**config.mk**
```make
export PLATFORM = sky130hd
export DESIGN_NAME = set_button_ctrl
export DESIGN_NICKNAME = d
export VERILOG_FILES = /design/src/rtl/set_button_ctrl.sv
export SDC_FILE = /design/constraint.sdc
export NUM_CORES = 1
export LEC_CHECK = 0
export CAP_MARGIN = 20
export CORE_MARGIN = 10
export CORE_UTILIZATION = 50
export DETAILED_ROUTE_END_ITERATION = 8
export DONT_BUFFER_PORTS = 1
export SYNTH_ARGS = -nofsm -noshare
export SYNTH_HDL_FRONTEND = slang
export SYNTH_SLANG_ARGS = --single-unit
export TNS_END_PERCENT = 10
```
**constraint.sdc**
```tcl
create_clock -name clk -period 3.3 [get_ports clk]
set_input_delay 0.99 -clock clk [delete_from_list [all_inputs] [get_ports clk]]
set_output_delay 0.99 -clock clk [all_outputs]
set_load 0.03 [all_outputs]
```
**src/rtl/set_button_ctrl.sv**
```systemverilog
`default_nettype none
// ============================================================================
// Module  : set_button_ctrl
// Brief   : Synchronizes and debounces the five alarm-clock buttons, runs the
//           RUN/TSET/ASET mode FSM and issues auto-repeating advance strobes.
// Rev     : 1.0  initial release
// ============================================================================
module set_button_ctrl #(
  parameter int DB      = 3,
  parameter int RPT_DLY = 8,
  parameter int RPT_INT = 2,
  parameter int TO      = 30
) (
  input  logic clk,
  input  logic rst,
  input  logic btn_time,
  input  logic btn_alarm,
  input  logic btn_min,
  input  logic btn_hrs,
  input  logic btn_day,
  output logic Timeset,
  output logic Alarmset,
  output logic Minadv,
  output logic Hrsadv,
  output logic Dayadv
);

  localparam int c_NBTN    = 5;
  localparam int c_NADV    = 3;
  localparam int c_BT      = 0;
  localparam int c_BA      = 1;
  localparam int c_BADV0   = 2;
  localparam int c_DBW     = $clog2(DB + 1);
  localparam int c_RPT_MAX = (RPT_DLY > RPT_INT) ? RPT_DLY : RPT_INT;
  localparam int c_RW      = $clog2(c_RPT_MAX + 1);
  localparam int c_TW      = $clog2(TO + 1);

  typedef enum logic [1:0] {
    ST_RUN  = 2'd0,
    ST_TSET = 2'd1,
    ST_ASET = 2'd2
  } state_t;

  logic [c_NBTN-1:0] w_raw;
  logic [c_NBTN-1:0] r_sync1;
  logic [c_NBTN-1:0] r_sync2;
  logic [c_NBTN-1:0] w_deb;
  logic [c_NBTN-1:0] r_deb_d;
  logic [c_NBTN-1:0] w_press;

  state_t            r_state;
  state_t            w_state_nxt;
  logic              w_change;
  logic              w_timeout;
  logic              w_to_clr;
  logic [c_TW-1:0]   r_to;
  logic [c_NADV-1:0] w_adv_ok;
  logic [c_NADV-1:0] w_stb;

  assign w_raw = {btn_day, btn_hrs, btn_min, btn_alarm, btn_time};

  always_ff @(posedge clk) begin
    if (!rst) begin
      r_sync1 <= '0;
      r_sync2 <= '0;
      r_deb_d <= '0;
    end else begin
      r_sync1 <= w_raw;
      r_sync2 <= r_sync1;
      r_deb_d <= w_deb;
    end
  end

  assign w_press = w_deb & ~r_deb_d;

  generate
    for (genvar gi = 0; gi < c_NBTN; gi++) begin : g_dbnc
      logic [c_DBW-1:0] r_cnt;
      logic             r_db;

      always_ff @(posedge clk) begin
        if (!rst) begin
          r_cnt <= '0;
          r_db  <= 1'b0;
        end else if (r_sync2[gi] == r_db) begin
          r_cnt <= '0;
        end else if (r_cnt == c_DBW'(DB - 1)) begin
          r_cnt <= '0;
          r_db  <= ~r_db;
        end else begin
          r_cnt <= r_cnt + 1'b1;
        end
      end

      assign w_deb[gi] = r_db;
    end
  endgenerate

  always_ff @(posedge clk) begin
    if (!rst) begin
      r_state <= ST_RUN;
    end else begin
      r_state <= w_state_nxt;
    end
  end

  // A time press always outranks an alarm press arriving in the same cycle.
  always_comb begin
    w_state_nxt = r_state;
    case (r_state)
      ST_RUN: begin
        if (w_press[c_BT])      w_state_nxt = ST_TSET;
        else if (w_press[c_BA]) w_state_nxt = ST_ASET;
      end
      ST_TSET: begin
        if (w_press[c_BT])      w_state_nxt = ST_RUN;
        else if (w_press[c_BA]) w_state_nxt = ST_ASET;
        else if (w_timeout)     w_state_nxt = ST_RUN;
      end
      ST_ASET: begin
        if (w_press[c_BT])      w_state_nxt = ST_TSET;
        else if (w_press[c_BA]) w_state_nxt = ST_RUN;
        else if (w_timeout)     w_state_nxt = ST_RUN;
      end
      default: w_state_nxt = ST_RUN;
    endcase
  end

  assign w_change = (w_state_nxt != r_state);

  // Every advance strobe needs its button debounced-high, so the held-button
  // term alone covers the strobe clear and keeps this path loop-free.
  assign w_to_clr  = |w_deb[c_NBTN-1:c_BADV0];
  assign w_timeout = (r_state != ST_RUN) && !w_to_clr && (r_to == c_TW'(TO - 1));

  always_ff @(posedge clk) begin
    if (!rst) begin
      r_to <= '0;
    end else if ((w_state_nxt == ST_RUN) || w_change || w_to_clr) begin
      r_to <= '0;
    end else begin
      r_to <= r_to + 1'b1;
    end
  end

  assign w_adv_ok[0] = (r_state != ST_RUN);
  assign w_adv_ok[1] = (r_state != ST_RUN);
  assign w_adv_ok[2] = (r_state == ST_TSET);

  generate
    for (genvar gi = 0; gi < c_NADV; gi++) begin : g_adv
      logic [c_RW-1:0] r_rpt;
      logic            r_first;
      logic [c_RW-1:0] w_target;
      logic            w_fire;

      assign w_target = r_first ? c_RW'(RPT_DLY) : c_RW'(RPT_INT);
      assign w_fire   = w_deb[c_BADV0+gi] && !w_press[c_BADV0+gi] && (r_rpt == w_target);
      assign w_stb[gi] = (w_press[c_BADV0+gi] || w_fire) && w_adv_ok[gi] && !w_change;

      // A mode change restarts the long delay exactly as a fresh press would.
      always_ff @(posedge clk) begin
        if (!rst) begin
          r_rpt   <= '0;
          r_first <= 1'b1;
        end else if (!w_deb[c_BADV0+gi]) begin
          r_rpt   <= '0;
          r_first <= 1'b1;
        end else if (w_press[c_BADV0+gi] || w_change) begin
          r_rpt   <= c_RW'(1);
          r_first <= 1'b1;
        end else if (w_fire) begin
          r_rpt   <= c_RW'(1);
          r_first <= 1'b0;
        end else begin
          r_rpt   <= r_rpt + 1'b1;
        end
      end
    end
  endgenerate

  always_ff @(posedge clk) begin
    if (!rst) begin
      Timeset  <= 1'b0;
      Alarmset <= 1'b0;
      Minadv   <= 1'b0;
      Hrsadv   <= 1'b0;
      Dayadv   <= 1'b0;
    end else begin
      Timeset  <= (r_state == ST_TSET);
      Alarmset <= (r_state == ST_ASET);
      Minadv   <= w_stb[0];
      Hrsadv   <= w_stb[1];
      Dayadv   <= w_stb[2];
    end
  end

endmodule
`default_nettype wire

```
==> flow_summary.yaml <==
outcome:
  outcome: "completed"
floorplan:
  die_height_um: 86.7
  die-area_mm2: 0.00752
  coreArea_mm2: 0.00432
  num_rows: 24
  die_w_um: 86.7
  io_pins: 12
  start_util_pct: 51.5
detailed_routing:
  drtIter0Drc: 45
  drc: 0
  vias_per_cell: 5.29
  vias: 1464
  finalWirelength_um: 3730
  first_pass_iters: 4
  antenna_left: 0
  detail_route.wl_per_cell_um: 13.5
worst_setup_path:
  slowest_delay_ns: 0.67
  path_cells: "ha_1 > and4_4 > a31oi_1 > o21ai_1 > nor4_1"
  cp_top_family: "compound AO/OA/AOI/OAI gates"
  worstSetupPathType: "reg2reg"
  worstPathArrival_ns: 2.08
  crit_buf_inv: 0
  cp.required_ns: 3.48
  cp-start-kind: "flop"
  cp_slowest_cell: "o21ai_1"
  worstPathMaxFanout: 11
  worstSetupEndpointType: "flop"
timing:
  setup_violations: 0
  relSlewSlack_pct: 45.2
  final-max-slew-violation-count: 0
  fin_crit_sh_pct: 57.7
  rsz0062_at_grt: "false"
  worst_pin_slew_ns: 0.817
  finalSetupTns_ns: 0
  max_freq_mhz: 525
  finalClockSkew_ns: 0.00809
  min_period_ns: 1.90
  hold_viol_final: 0
  fin_hold_ws_ns: 0.410
power_and_ir_drop:
  irDropWorstVdd_v: 0.000327
  power_density_mw_per_mm2: 611
  finalPower_mw: 1.55
  cellLeakagePower_nw: 0.991
clock_tree:
  cts_buffer_depth: 2
  cts_max_level: 3
  cts-buffers-inserted: 9
  clock_latency_ns: 0.33
  clock-sinks: 57
  cts_hold_buffers: 0
  clock_tree.root_cell: "clkbuf_8"
  cts_resized: 0
  post_cts_buffers: 0
  clk_pin_slew_ns: 0.07
  cts_tree: "done"
logic_synthesis:
  ys_top_cells_by_count: "dfxtp_1, inv_1, and2_1, nor2_1, xor2_1"
  syn_avg_cell_area_um2: 10.5
  synth_cell_types: 45
  ys.flop_type: "dfxtp_1"
  async_flop_share_pct: 0
  yosysSeqAreaShare_pct: 51.3
  synth_seq_cells: 57
  synth_cells: 213
  syn-cell-area_mm2: 0.00223
  syn-num-nets: 230
  yosysTopAreaCell: "dfxtp_1"
  synth_most_common_cell: "dfxtp_1"
  synth-edff-count: 0
  ys_warn_count: 0
  synth.area.top_cells: "dfxtp_1, ha_1, xor2_1"
  synth.top_cell.area_share_pct: 51.3
worst_hold_path:
  hp-class: "reg2reg"
final_layout:
  layout.nets: 237
  syn_to_final_growth_pct: 13.8
  antennaDiodeCount: 0
  final_util_pct: 58.6
  n_fill_cell: 372
  layout-drive-gt1-share_pct: 10.7
global_routing:
  grt_pass1_wl_um: 6710
  grt_max_degree: 29
  grt_overflow_total: 0
  antenna_found_initial: 0
  grt.total_usage_pct: 11.3
  grt_pass1_vias: 1471
run:
  max_cap_violations: 0
placed_design:
  dpl.hpwl_um: 2660
  io_buffers: 0
  gp_congestion: 0.741
==> final timing paths <==
kind	start	depth (start not counted)	slack, ns	end
worst max-delay path	r_to[0]	5	1.40	g_adv[1].r_rpt[2]
worst min-delay path	g_dbnc[0].r_cnt[0]	1	0.41	g_dbnc[0].r_cnt[0]
worst max register to register	r_to[0]	5	1.40	g_adv[1].r_rpt[2]
worst min register to register	g_dbnc[0].r_cnt[0]	1	0.41	g_dbnc[0].r_cnt[0]
==> power by group <==
group,switching (mW),internal (mW)
combinational,0.00474,0.00688
sequential,0.00317,0.696
clock,0.273,0.563
total,0.281,1.27
==> layout by cell type, fill, tap and decap left out, types with 2 or more instances in the layout <==
| cell type | n |
|---|---|
| and2_1 | 13 |
| and3b_1 | 3 |
| o21ai_0 | 2 |
| nor3_1 | 5 |
| dfxtp_1 | 57 |
| nor2b_1 | 6 |
| a2111oi_1 | 5 |
| xnor2_1 | 4 |
| nor2_1 | 13 |
| a21oi_1 | 4 |
| nand4_1 | 3 |
| o21ai_1 | 2 |
| nand3_1 | 7 |
| nor3b_1 | 2 |
| nand3b_1 | 6 |
| mux2i_1 | 5 |
| nand2_1 | 9 |
| bufinv_16 | 3 |
| xor2_1 | 12 |
| inv_1 | 15 |
| ha_1 | 10 |
| a31oi_1 | 3 |
| clkbuf_8 | 12 |
| nor4_1 | 3 |
==> final cells by class <==
class                      instances  area (um^2)  share of cell area, %
clock buffer                      12          165                   6.52
clock inverter                     4         97.6                   3.85
sequential                        57         1140                   45.0
inverter                          15         56.3                   2.22
tap                               52         65.1                   2.57
multi-input combinational        137         1010                   39.8
==> routing by layer <==
metal,vias to the layer above,global-route usage (%),routed length (um)
met5,-,0,0
met4,0,7.22,67
met3,8,5.07,159
met2,23,17.2,1780
met1,685,12.5,1730
li1,748,-,-
==> logic make-up (layout without fill, tap and decap cells) <==
group | count (synthesis) | after routing | share of synthesized area, %
AOI/OAI and AO/OA | 25 | 25 | 8.83
xor gates and xnor gates | 16 | 16 | 6.30
adders and majority gates | 11 | 11 | 6.07
buffers and inverters | 19 | 31 | 3.43
DFF | 57 | 57 | 51.3
muxes | 5 | 5 | 2.25
and+or+nand+nor | 80 | 80 | 21.9
==> through the flow <==
stage	worst slack, ns	instance area [um^2]	cells
floorplan	1.31	2230	213
global placement	1.38	2270	261
detailed placement	1.27	2270	261
CTS	1.39	2530	277
global route	1.24	2530	277
finish	1.40	2530	277
==> sequential cells by signal, indices dropped and copies added (netlist names) <==
signal,flops
r_to,5
Timeset,1
r_deb_d,5
r_state,2
r_sync2,5
Dayadv,1
Hrsadv,1
Minadv,1
g_dbnc.r_cnt,10
g_adv.r_first,3
g_dbnc.r_db,5
g_adv.r_rpt,12
Alarmset,1
r_sync1,5
No activity file was read; power rests on OpenSTA's default activity.
